`src/rtl/cla_iter_subtractor_pkg.sv`:
```
// Shared parameters for the iterative CLA subtractor: group width, FSM
// state encodings and a counter-width helper.
package cla_iter_subtractor_pkg;

    localparam int CLA_GRP_WIDTH = 4;

    typedef enum logic [1:0] {
        IDLE = 2'd0,
        RUN  = 2'd1,
        DONE = 2'd2
    } state_t;

    // Group counter needs at least one bit even when there is a single group.
    function automatic int cnt_width(input int ngrp);
        return (ngrp > 1) ? $clog2(ngrp) : 1;
    endfunction

endpackage

```
`src/rtl/cla_grp_slice.sv`:
```
// Combinational W-bit carry-lookahead adder group: s = x + y + ci, co = carry-out.
module cla_grp_slice #(
    parameter int W = 4
) (
    input  logic [W-1:0] x,
    input  logic [W-1:0] y,
    input  logic         ci,
    output logic [W-1:0] s,
    output logic         co
);

    logic [W-1:0] g;
    logic [W-1:0] p;
    logic [W:0]   c;

    assign g = x & y;
    assign p = x ^ y;

    // Each carry is a flat sum of products of generate/propagate terms,
    // so no carry depends on the previous bit's carry.
    always_comb begin
        logic t;
        t    = 1'b0;
        c    = '0;
        c[0] = ci;
        for (int i = 0; i < W; i++) begin
            c[i+1] = ci;
            for (int j = 0; j <= i; j++) begin
                c[i+1] = c[i+1] & p[j];
            end
            for (int k = 0; k <= i; k++) begin
                t = g[k];
                for (int j = k + 1; j <= i; j++) begin
                    t = t & p[j];
                end
                c[i+1] = c[i+1] | t;
            end
        end
    end

    assign s  = p ^ c[W-1:0];
    assign co = c[W];

endmodule

```
`src/rtl/cla_iter_subtractor.sv`:
```
// Multi-cycle unsigned subtractor: diff = a - b - bin, one CLA group per
// clock (LSB group first), valid/ready handshake on input and output.
module cla_iter_subtractor
    import cla_iter_subtractor_pkg::*;
#(
    parameter int DATA_WIDTH = 32
) (
    input  logic                  clk,
    input  logic                  rst_n,
    input  logic                  in_valid,
    output logic                  in_ready,
    input  logic [DATA_WIDTH-1:0] a,
    input  logic [DATA_WIDTH-1:0] b,
    input  logic                  bin,
    output logic                  out_valid,
    input  logic                  out_ready,
    output logic [DATA_WIDTH-1:0] diff,
    output logic                  borrow,
    output logic                  zero
);

    localparam int W     = CLA_GRP_WIDTH;
    localparam int NGRP  = DATA_WIDTH / W;
    localparam int CNT_W = cnt_width(NGRP);
    localparam logic [CNT_W-1:0] LAST_GRP = CNT_W'(NGRP - 1);

    state_t                state;
    state_t                state_nxt;
    logic [CNT_W-1:0]      grp;
    logic                  carry;
    logic [DATA_WIDTH-1:0] a_reg;
    logic [DATA_WIDTH-1:0] nb_reg;
    logic [DATA_WIDTH-1:0] diff_reg;
    logic [DATA_WIDTH-1:0] diff_nxt;
    logic                  borrow_reg;
    logic                  zero_reg;
    logic [W-1:0]          slice_x;
    logic [W-1:0]          slice_y;
    logic [W-1:0]          slice_s;
    logic                  slice_co;
    logic                  last_grp;

    assign last_grp = (grp == LAST_GRP);
    assign slice_x  = a_reg[int'(grp)*W +: W];
    assign slice_y  = nb_reg[int'(grp)*W +: W];

    cla_grp_slice #(.W(W)) u_slice (
        .x  (slice_x),
        .y  (slice_y),
        .ci (carry),
        .s  (slice_s),
        .co (slice_co)
    );

    always_comb begin
        diff_nxt                      = diff_reg;
        diff_nxt[int'(grp)*W +: W]    = slice_s;
    end

    // NOTE: sequential state uses non-blocking assignments so every register
    // samples the pre-edge values regardless of block ordering.
    always_ff @(posedge clk or negedge rst_n) begin
        if (!rst_n) begin
            state <= IDLE;
        end else begin
            state <= state_nxt;
        end
    end

    always_comb begin
        state_nxt = state;
        case (state)
            IDLE:    if (in_valid) state_nxt = RUN;
            RUN:     if (last_grp) state_nxt = DONE;
            DONE:    if (out_ready) state_nxt = IDLE;
            default: state_nxt = IDLE;
        endcase
    end

    always_comb begin
        in_ready  = 1'b0;
        out_valid = 1'b0;
        case (state)
            IDLE:    in_ready  = 1'b1;
            DONE:    out_valid = 1'b1;
            default: ;
        endcase
    end

    // Subtraction is a + ~b + ~bin; the carry register holds the running
    // carry, and borrow-out is its complement after the final group.
    always_ff @(posedge clk or negedge rst_n) begin
        if (!rst_n) begin
            grp        <= '0;
            carry      <= 1'b0;
            a_reg      <= '0;
            nb_reg     <= '0;
            diff_reg   <= '0;
            borrow_reg <= 1'b0;
            zero_reg   <= 1'b0;
        end else begin
            case (state)
                IDLE: begin
                    if (in_valid) begin
                        a_reg  <= a;
                        nb_reg <= ~b;
                        carry  <= ~bin;
                        grp    <= '0;
                    end
                end
                RUN: begin
                    diff_reg <= diff_nxt;
                    carry    <= slice_co;
                    grp      <= grp + 1'b1;
                    if (last_grp) begin
                        borrow_reg <= ~slice_co;
                        zero_reg   <= (diff_nxt == '0);
                    end
                end
                default: ;
            endcase
        end
    end

    assign diff   = diff_reg;
    assign borrow = borrow_reg;
    assign zero   = zero_reg;

endmodule

```
`config.mk`:
```
export PLATFORM = sky130hd
export DESIGN_NAME = cla_iter_subtractor
export DESIGN_NICKNAME = d
export VERILOG_FILES = /design/src/rtl/cla_iter_subtractor_pkg.sv /design/src/rtl/cla_grp_slice.sv /design/src/rtl/cla_iter_subtractor.sv
export SDC_FILE = /design/constraint.sdc
export NUM_CORES = 1
export LEC_CHECK = 0
export ABC_CLOCK_PERIOD_IN_PS = 8200
export CORE_UTILIZATION = 55
export CTS_CLUSTER_DIAMETER = 30
export CTS_CLUSTER_SIZE = 25
export DETAILED_ROUTE_END_ITERATION = 10
export PLACE_DENSITY_LB_ADDON = 0.08
export SETUP_SLACK_MARGIN = 0.2
export SYNTH_ARGS = -nofsm -noshare
export SYNTH_HDL_FRONTEND = slang
export SYNTH_SLANG_ARGS = --single-unit
```
`constraint.sdc`:
```
create_clock -name clk -period 8.2 [get_ports clk]
set_clock_uncertainty 0.05 [all_clocks]
set_input_delay 1.64 -clock clk [delete_from_list [all_inputs] [get_ports clk]]
set_output_delay 1.64 -clock clk [all_outputs]
set_load 0.02 [all_outputs]
```
==> flow_summary.ini <==
[detailed_routing]
ant_nets = 0
wl_per_cell_um = 15.9
routed-via-count = 3890
viasPerCell = 5.59
routed_wl_um = 11100
detail_route.iter0.violations = 177
first_pass_iters = 4
remaining_drc_errors = 0

[finish]
layoutNonFillerInstCount = 696
drive_above_1_share_pct = 10.2
final_area_um2 = 6270
diodes = 0
syn2layout_area_growth_pct = 25.4
utilization_pct = 71.6
nets = 664

[job]
cap_violations = 0

[sta]
period_share_pct = 43.5
worstMarginPinSlew_ns = 1.19
relSlewSlack_pct = 20.9
rsz0062_at_grt = false
drv_slew = 0
fmax_mhz = 280
setup_viol = 0
hold_viol = 0
timing.final.ws_setup_ns = 4.63
setup_tns_ns = 0
layout_min_cycle_time_ns = 3.57

[global_routing]
grt_pass1_wl_um = 18800
grt_max_degree = 101
overflow = 0
grt_pass1_vias = 3883
antenna_found_initial = 0
track_usage_pct = 25.1

[clock_tree]
ctsResizeCount = 0
cts_tree = done
path_clk_slew_ns = 0.10
clock_latency_ns = 0.36
cts_root_buf = clkbuf_8
cts_made_buffers = 9
htreeDepth = 3
post-cts-setup-buffers = 0
clk_path_buf_depth = 2
holdBufCountCts = 0
cts_sinks = 104

[setup_path]
required_ns = 8.40
worst_ep_arrival_time_ns = 3.77
cp-end-kind = register
critPathLaunch = grp[0]$_DFFE_PN0P_
critPathLaunchType = register
cpMaxStageDelayCell = dfrtp_1
criticalPathCategory = register to register
max_stage_delay_ns = 0.68
cp_cell_sequence = mux4_1 -> nand2_1 -> and2_1 -> inv_1 -> ha_1 -> ha_1 -> o211ai_1 -> nand3b_1 -> xnor2_2 -> nor3_1 -> mux2_1
crit_top_cell = ha_1
path_max_fanout = 10
rr_startpoint = grp[0]$_DFFE_PN0P_
rrSetupSlack_ns = 4.63

[floorplan]
die-area_um2 = 9480
core_region_area_um2 = 8760
initial_core_util_pct = 57.1
rows = 34
die_x_um = 97.4
ios = 105
die_h_um = 97.4

[placement]
dp_hpwl_um = 7840
pre_cts_ws_ns = 4.61
dp_cells = 682
dpl-instance-area_um2 = 6080
place.gp.congestion = 0.883
port_buffers = 104

[yosys]
synth.distinct_cells = 56
syn-num-nets = 572
synth_edf_count = 0
ys_warn_count = 0
syn_inst = 493
synth_area_per_cell_um2 = 10.1
ys_seq_elements = 104
netlist_area_um2 = 5000
async_flop_share_pct = 100
synth-main-ff-cell = dfrtp_1
ys_seq_area_share_pct = 52.0

[worst_hold_path]
hold_path_class = register to register
min_from = a_reg[26]$_DFFE_PN0P_

[power]
irDropWorstVdd_uv = 264
p_leak_uw = 0.00290
p_per_area_nw_per_um2 = 433

[status]
status = finished clean
## critical path: cells and delay by family, from the launching register on
family	cells	cell delay (ns)
and+or+nand+nor	4	0.62
buffers and inverters	1	0.05
adders and majority gates	2	0.46
DFF	1	0.68
AOI/OAI and AO/OA	1	0.25
xor gates and xnor gates	1	0.38
muxes	2	0.97
## per-layer routing
layer	global-route usage [%]	part of all wire, %	up-vias
met2	39.6	49	132
met1	34.0	44	1853
met3	4.32	4.8	25
li1	-	-	1880
met5	0	0	-
met4	11.7	2.5	0
## final cells by class
| cell class | instances | area [µm²] |
|---|---|---|
| Fill cell | 672 | 2490 |
| Tap cell | 108 | 135 |
| Clock inverter | 4 | 55.1 |
| Clock buffer | 10 | 138 |
| Multi-Input combinational cell | 352 | 2230 |
| Inverter | 10 | 37.5 |
| Sequential cell | 104 | 2600 |
| Timing Repair Buffer | 108 | 1070 |
## cells by family (layout without fill, tap and decap cells)
kind of cell    count (synthesis)  after routing  synth area share, %
compound gates                 72             72                 8.78
xor+xnor                        2              2                0.651
fa+ha+maj                      10             10                 2.65
buf+inv                        37            132                 3.35
flops                         104            104                 52.0
mux                            39             39                 12.7
simple gates                  229            229                 19.9
## synth_stat cells, types with 6 or more instances
master | count | area, µm²
nor4_1 | 6 | 37.5
mux4_2 | 11 | 248
nor2_1 | 15 | 56.3
o21ai_0 | 46 | 230
nand2_1 | 171 | 642
ha_1 | 9 | 113
clkbuf_1 | 18 | 67.6
nand3_1 | 7 | 35.0
dfrtp_1 | 104 | 2600
nand2b_1 | 6 | 37.5
inv_1 | 9 | 33.8
mux2_2 | 19 | 214
## final timing paths
kind / depth (start not counted) / end
max in group asynchronous: 2 / a_reg[16]$_DFFE_PN0P_
min in group asynchronous: 1 / diff[9]$_DFFE_PN0P_
worst max-delay path: 11 / diff[15]$_DFFE_PN0P_
worst min register to register: 2 / a_reg[26]$_DFFE_PN0P_
worst min-delay path: 2 / a_reg[26]$_DFFE_PN0P_
worst max register to register: 11 / diff[15]$_DFFE_PN0P_
## placed cells by master (no fill, tap or decap), types with 4 or more instances in the layout
cell type        synthesis  routed
nand4_1                  4       4
nand2_1                171     170
nor3_1                   5       5
mux4_2                  11      11
nand3_1                  7       7
mux4_1                   5       5
nor4_1                   6       6
inv_1                    9       9
nand2b_1                 6       6
dfrtp_1                104     104
nor2_1                  15      15
buf_4                    1       5
ha_1                     9       9
mux2_2                  19      19
clkdlybuf4s50_1          0     103
clkbuf_8                 0      10
o41ai_1                  4       4
o21ai_0                 46      46
## power by group
group | total (µW) | switching, µW | internal [µW]
Clock | 321 | 173 | 148
Combinational | 1500 | 866 | 639
Sequential | 891 | 157 | 735
## metrics by stage
step                      power (µW)  hold WS, ns
final                           2720        0.433
after global placement          2360        0.400
after CTS                       2730        0.435
after floorplan                 1940        0.387
after global routing            2920        0.446
after detailed placement        2400        0.411
Note: power is estimated with default switching activity, not from simulation.
==> RTL edit: new RTL, config.mk and constraints unchanged <==
Set the package constant `CLA_GRP_WIDTH` to 3 (it was 4).
--- a/src/rtl/cla_iter_subtractor_pkg.sv
+++ b/src/rtl/cla_iter_subtractor_pkg.sv
@@ -2,7 +2,7 @@
 // state encodings and a counter-width helper.
 package cla_iter_subtractor_pkg;
 
-    localparam int CLA_GRP_WIDTH = 4;
+    localparam int CLA_GRP_WIDTH = 3;
 
     typedef enum logic [1:0] {
         IDLE = 2'd0,
Behaviour: not the same (Yosys sat finds a counterexample within 4 cycles, from zero or initial values and one cycle with rst_n low).
==> RTL edit against the unedited design <==
- routed wire length grew 15%
- design area grew 6.5%
- synthesized cell count grew 11%
- area after synthesis grew 8.3%
- fmax shrank 11%
- utilization shrank 0.28 points
- power grew 4.2%
- sequential cell count grew 1
- critical path depth grew 3
- worst setup slack lost 0.46 ns
- largest power group unchanged
==> RTL edit: results (changes against the unedited design) <==
metric	value	unit	change
setup_viol	0		unchanged
grt_pass1_wl	21000	um	+12%
ys_seq_area_share	48.5	%	-3.5 points
syn_area_per_cell	9.89	um^2	-2.5%
synthXorXnorAreaFrac	1.29	%	+0.64 points
drt-total-wl	12800	um	+15%
synth_ff_type	dfrtp_1		
ys_warn_count	0		unchanged
io_buffer_count	104		unchanged
cp_slowest_cell	dfrtp_2		
whs	0.432	ns	-0.00149 ns
cts_buffers	9		unchanged
synth.area.top_cells	dfrtp_1, nand2_1, mux2_2		
clkTransAtPathRegs	0.12	ns	+0.02 ns
post-dp-hpwl	9250	um	+18%
crit_family	compound AO/OA/AOI/OAI gates		
p_comb_share	56.2	%	+0.8 points
grt_max_degree	102		+0.99%
reg2regPathDepth	14		+3
dp.cells	750		+10%
grt_util_all_layers	27.0	%	+1.9 points
arrival	4.28	ns	+0.51 ns
worstHoldPathCells	2		unchanged
p_sw_share	46.0	%	+2.0 points
powerComb	1.59	mW	+6%
final_nets	712		+7.2%
cp_max_fo	35		+25
n_antenna_cell	0		unchanged
antenna_found_initial	0		unchanged
htreeDepth	3		unchanged
reg2reg_slack	4.17	ns	-0.46 ns
synth-compound-area-share	11.9	%	+3.1 points
syn_nets	628		+9.8%
worst_pin_slew	1.16	ns	-0.0231 ns
post_cts_resized	0		unchanged
post_cts_buffers	0		unchanged
vias_per_cell	5.70		+2.0%
powerSeq	0.922	mW	+3.5%
dr.first_iter.drc_count	156		-12%
fillers	759		+13%
synthAdderAreaFrac	2.68	%	+0.027 points
routabilityCongestion	0.856		-3.1%
clk-insertion-delay-late	0.39	ns	+0.03 ns
synth_cell_types	64		+14%
drive_gt1_share	11.3	%	+1.1 points
power.leakage	3.01	nW	+3.8%
setup_ws	4.17	ns	-0.456 ns
synth.top_cells.by_count	nand2_1, dfrtp_1, o21ai_0		
outcome	completed		
instances_no_fill	766		+10%
synth.area.mux_share	13.0	%	+0.34 points
ir_drop	0.237	mV	-10%
cp_slowest_stage_delay	0.93	ns	+0.25 ns
dpl-instance-area	0.00648	mm^2	+6.7%
[RTL edit: metal layers]
| layer | global-route usage [%] | vias to the layer above | share of wire (%) |
|---|---|---|---|
| li1 | - | 2071 | - |
| met1 | 31.8 | 2121 | 40 |
| met4 | 13.9 | 0 | 3.1 |
| met2 | 47.1 | 143 | 52 |
| met5 | 0 | - | 0 |
| met3 | 5.18 | 31 | 4.7 |
[RTL edit: logic make-up (layout without fill, tap and decap cells)]
family	after synthesis	in the layout
and+or+nand+nor	229	229
DFF	105	105
AOI/OAI and AO/OA	100	100
muxes	52	52
buffers and inverters	43	132
adders and majority gates	11	11
xor gates and xnor gates	8	8
[RTL edit: layout make-up]
cell class                      count  area [um^2]  area share, %
Sequential cell                   105         2630           39.4
Multi-Input combinational cell    400         2590           38.8
Timing Repair Buffer              108         1070           16.0
Tap cell                          129          161           2.42
Clock buffer                        9          124           1.85
Clock inverter                      7         72.6           1.09
Inverter                            8         30.0          0.450
[RTL edit: worst paths after layout]
check                                startpoint                    to
setup / recovery             grp[0]$_DFFE_PN0P_      zero$_DFFE_PN0P_
hold / removal             a_reg[8]$_DFFE_PN0P_  a_reg[8]$_DFFE_PN0P_
setup reg to reg             grp[0]$_DFFE_PN0P_      zero$_DFFE_PN0P_
hold reg to reg            a_reg[8]$_DFFE_PN0P_  a_reg[8]$_DFFE_PN0P_
max in group asynchronous                 rst_n    grp[0]$_DFFE_PN0P_
min in group asynchronous                 rst_n  diff[13]$_DFFE_PN0P_
[RTL edit: worst min-delay path, cell delays in order, from the launching register on]
cell and delay [ns]:
dfrtp_1 0.36, nand2_1 0.05, nand2_1 0.05
